===== config.mk =====
export PLATFORM = sky130hd
export DESIGN_NAME = imem_ctrl
export DESIGN_NICKNAME = d
export VERILOG_FILES = /design/src/rtl/imem_ctrl.sv
export SDC_FILE = /design/constraint.sdc
export NUM_CORES = 1
export LEC_CHECK = 0
export BUFFER_PORTS_ARGS = -buffer_cell sky130_fd_sc_hd__buf_2
export CAP_MARGIN = 20
export CORE_MARGIN = 1.5
export CORE_UTILIZATION = 48
export CTS_BUF_LIST = sky130_fd_sc_hd__clkbuf_8
export DETAILED_ROUTE_END_ITERATION = 7
export GPL_ROUTABILITY_DRIVEN = 0
export MAX_ROUTING_LAYER = met4
export PLACE_DENSITY_LB_ADDON = 0.12
export SYNTH_ARGS = -nofsm -noshare
export SYNTH_HDL_FRONTEND = slang
export SYNTH_SLANG_ARGS = --single-unit

===== constraint.sdc =====
create_clock -name clk -period 5.5 [get_ports clk]
set_input_delay 1.1 -clock clk [delete_from_list [all_inputs] [get_ports clk]]
set_output_delay 1.1 -clock clk [all_outputs]
set_load 0.05 [all_outputs]

===== src/rtl/imem_ctrl.sv =====
// rtl/imem_ctrl.sv - instruction memory owner: boot sequencing and fetch/loader arbitration
module imem_ctrl #(
    parameter int DWIDTH   = 32,
    parameter int AWIDTH   = 4,
    parameter int MAX_WAIT = 4
) (
    input  logic              clk,
    input  logic              rst_n,
    input  logic              f_req_valid,
    output logic              f_req_ready,
    input  logic [AWIDTH-1:0] f_addr,
    output logic              f_rsp_valid,
    output logic [DWIDTH-1:0] f_rsp_data,
    input  logic              l_req_valid,
    output logic              l_req_ready,
    input  logic              l_we,
    input  logic [AWIDTH-1:0] l_addr,
    input  logic [DWIDTH-1:0] l_wdata,
    output logic              l_rsp_valid,
    output logic [DWIDTH-1:0] l_rsp_data,
    input  logic              l_done,
    output logic [AWIDTH-1:0] mem_addr,
    output logic              mem_we,
    output logic [DWIDTH-1:0] mem_din,
    input  logic [DWIDTH-1:0] mem_dout,
    output logic              running
);

    localparam int SW = $clog2(MAX_WAIT + 1);
    localparam logic [SW-1:0] MAXW = SW'(MAX_WAIT);

    typedef enum logic {BOOT, RUN} state_t;

    state_t        state, state_nxt;
    logic [SW-1:0] starve, starve_nxt;
    logic          f_gnt, l_gnt;

    always_comb begin
        f_gnt      = 1'b0;
        l_gnt      = 1'b0;
        state_nxt  = state;
        starve_nxt = '0;
        case (state)
            BOOT: begin
                l_gnt = l_req_valid;
                if (l_done) state_nxt = RUN;
            end
            RUN: begin
                // Loader wins unless fetch has waited MAX_WAIT grants already.
                if (f_req_valid && (starve == MAXW || !l_req_valid)) f_gnt = 1'b1;
                else                                                 l_gnt = l_req_valid;
                if (!f_req_valid || f_gnt)   starve_nxt = '0;
                else if (l_gnt && starve != MAXW) starve_nxt = starve + 1'b1;
                else                          starve_nxt = starve;
            end
            default: state_nxt = BOOT;
        endcase
    end

    assign f_req_ready = f_gnt;
    assign l_req_ready = l_gnt;
    assign running     = (state == RUN);
    assign mem_addr    = f_gnt ? f_addr : (l_gnt ? l_addr : '0);
    assign mem_we      = l_gnt && l_we;
    assign mem_din     = mem_we ? l_wdata : '0;

    always_ff @(posedge clk or negedge rst_n) begin
        if (!rst_n) begin
            state       <= BOOT;
            starve      <= '0;
            f_rsp_valid <= 1'b0;
            f_rsp_data  <= '0;
            l_rsp_valid <= 1'b0;
            l_rsp_data  <= '0;
        end else begin
            state       <= state_nxt;
            starve      <= starve_nxt;
            f_rsp_valid <= f_gnt;
            if (f_gnt) f_rsp_data <= mem_dout;
            l_rsp_valid <= l_gnt && !l_we;
            if (l_gnt && !l_we) l_rsp_data <= mem_dout;
        end
    end

endmodule


==> results by group <==
Clocking
  – Clock Latency Late Sink: approximately 350 ps
  – CTS root buf: clkbuf_8
  – CTS clk-pin slew, worst paths: 80 ps
  – # clock sinks: 70
  – Hold buffer count at CTS: 0
  – CTS tree: yes
  – Clock tree buffer depth: 2
  – Postcts setup bufs: 0
  – Resized cells post-CTS: 0
  – CTS Buf Count: 9
  – H-tree levels: 3

Yosys
  – Async S/R FF share, synth: 1.000
  – Post-Synthesis Cells: 209
  – Post-synth top cells: dfrtp_1, mux2_2, and2_1
  – Most frequent cell after synthesis: dfrtp_1
  – Syn_nets: ~290
  – Cell area after synthesis: 3077 sq um
  – Register area share after synthesis: 0.5693
  – Yosys top cell by area: dfrtp_1
  – Synth Flop Type: dfrtp_1
  – Yosys reg bits: 70
  – Yosys top cell area share: 0.5693
  – EDFF count, synth: 0
  – Yosys cell types: 22
  – Synth top area cells: dfrtp_1, mux2_2, mux2_4, and2_1, buf_12
  – Yosys synthesis warning count: 0
  – Syn avg cell area: between 10 and 15 sq um

Timing
  – RSZ-0062 raised after global routing: false
  – Post-layout min period: ~3600 ps
  – Hold Vio Cnt, Final: 0
  – Fin crit share: 0.6634
  – Fmax: 0.2741 GHz
  – Total Neg Setup Slack: 0 ps
  – Max-slew violation count: 0
  – Clock Skew: 13.58 ps
  – Max_slew headroom: 0.3848
  – Worst Tran Pin Value: 917.8 ps
  – Final setup vio count: 0

Die
  – DIE HEIGHT: 83.06 microns
  – Initial Utilization: 0.5076
  – IO Count: 184
  – Die width: 83.06 microns
  – Die Area: 6899 sq um
  – # rows: 28
  – Core area: 6061 sq um

Place
  – DP Wirelength: 5.587 mm
  – Placed cell area: 4003 sq um
  – PortBufs: 183

Global route
  – Vias in the first global route: 2464
  – Initial antenna violation count: 1
  – Grt total ovfl: 0
  – Global-route wire length before repair: 11.88 mm
  – Largest net degree at the start of global routing: 71
  – GRT Total Usage: 0.2266

Pwr
  – Internal Power: 1.010 mW
  – Comb pwr share: 0.340
  – Reg power frac: 0.376
  – NetSw: 0.6473 mW
  – Leakage: around 2.3 nW
  – PwrDens: 391.4 nW/um^2
  – Clock share of power: 0.284
  – Sw Ratio: 0.3906
  – Final total power: 1.657 mW
  – Maximum VDD drop: 0.2912 mV

Layout
  – Nets@finish: between 400 and 500
  – Area growth from synthesis to layout: 37.62%
  – Final instance area: 4234 sq um
  – Share of cells above drive strength 1: 0.6725
  – Final core occ: 0.6986

Critical path
  – Crit path kind: input port to output pin
  – Buf/Inv on CP: 2
  – CP max FO: 33
  – Crit end category: output pin
  – CP Launch Type: input port
  – Crit path DAT: roughly 2600 ps
  – Max stage delay cell, worst path: and3_1
  – Reg2Reg Depth: 6
  – CP cell instances: buf_2, nand4_1, and3_1, and2_1, buf_2
  – Critical Path Max Stage Delay: approximately 660 ps
  – CP most frequent cell: buf_2
  – Critical Path RT: 4400 ps
  – Critical path depth: 5
  – Cell family with most CP delay: simple AND/OR/NAND/NOR gates

Run
  – Max-Cap Viols: 0

Route
  – Initial DRC Count: 62
  – TritonRoute pass-1 iters: 4
  – DR vias/cell: 4.782
  – Wirelength, routed: 7.446 mm
  – Antenna viol nets, final: 0
  – DR DRC count: 0
  – Routed via count: roughly 2.3k
  – WL per Instance: 15.64 microns

Min path
  – Hold/Removal Path Class: register to register
  – Worst hold stages: 1

Status
  – Status: finished, final reports clean
-- cell type report --
| cell class | count | area, sq um |
|---|---|---|
| tap | 75 | 93.84 |
| timing repair buffer | 185 | 930.9 |
| sequential | 70 | 1752 |
| clock inverter | 7 | 105.1 |
| multi-input combinational | 121 | 1196 |
| fill | 485 | 1827 |
| antenna | 1 | 2.502 |
| inverter | 8 | 30.03 |
| clock buffer | 9 | 123.9 |
-- worst paths after layout --
check / start / to / slack, ps
min in group asynchronous: rst_n / f_rsp_data[15]$_DFFE_PN0P_ / 930
worst max register to register: starve[0]$_DFFE_PN0P_ / f_rsp_data[4]$_DFFE_PN0P_ / 3120
worst min register to register: l_rsp_data[8]$_DFFE_PN0P_ / l_rsp_data[8]$_DFFE_PN0P_ / 510
worst min-delay path: l_rsp_data[8]$_DFFE_PN0P_ / l_rsp_data[8]$_DFFE_PN0P_ / 510
max in group asynchronous: rst_n / f_rsp_data[27]$_DFFE_PN0P_ / 3980
worst max-delay path: f_req_valid / mem_din[26] / 1850
-- routing by layer --
metal | track usage | wire [microns] | vias up
met4 | 0.08636 | 161 | 0
met5 | - | 0 | -
li1 | - | - | 1066
met3 | 0.08052 | 571 | 15
met2 | 0.3799 | 3739 | 109
met1 | 0.2477 | 2974 | 1086
-- power groups by stage --
stage | sequential (mW) | clock [mW] | combinational (mW)
after global placement | 0.629 | 0 | 0.561
after detailed placement | 0.632 | 0 | 0.568
after floorplan | 0.889 | 0 | 0.164
final | 0.623 | 0.471 | 0.563
after global routing | 0.633 | 0.503 | 0.586
after CTS | 0.623 | 0.482 | 0.568
-- layout by cell type (no fill, tap or decap), types with 2 or more instances in the layout --
master     netlist  final
ha_1             2      2
mux2_4          25     25
bufinv_16        0      2
clkbuf_8         0      9
mux2_2          39     39
a21oi_1          2      2
inv_1            8      8
nand2_1          5      5
and2_1          35     35
inv_6            0      2
buf_2            1    183
buf_4            3      2
mux2i_1          4      4
dfrtp_1         70     70
-- sequential cells by signal, indices dropped and copies added (netlist names) --
signal and flops:
l_rsp_data 32, l_rsp_valid 1, f_rsp_valid 1, running 1, f_rsp_data 32, starve 3
-- logic make-up (layout without fill, tap and decap cells) --
logic type,count (synthesis),in the layout,synth area share
muxes,68,68,0.2778
adders and majority gates,2,2,0.008132
buffers and inverters,18,209,0.04189
other,0,1,0
DFF,70,70,0.5693
AOI/OAI and AO/OA,3,3,0.008542
and+or+nand+nor,48,48,0.09435
-- per-stage QoR --
| step | std cells | setup slack, ps | hold WS [ps] |
|---|---|---|---|
| 5_1_grt | 476 | 1696 | 517.4 |
| 2_1_floorplan | 209 | 1686 | 536.5 |
| 3_3_place_gp | 459 | 1874 | 481.9 |
| 4_1_cts | 475 | 1816 | 506.3 |
| 3_5_place_dp | 459 | 1819 | 487.9 |
| 6_report | 476 | 1851 | 505.2 |
Note: power is estimated with default switching activity, not from simulation.
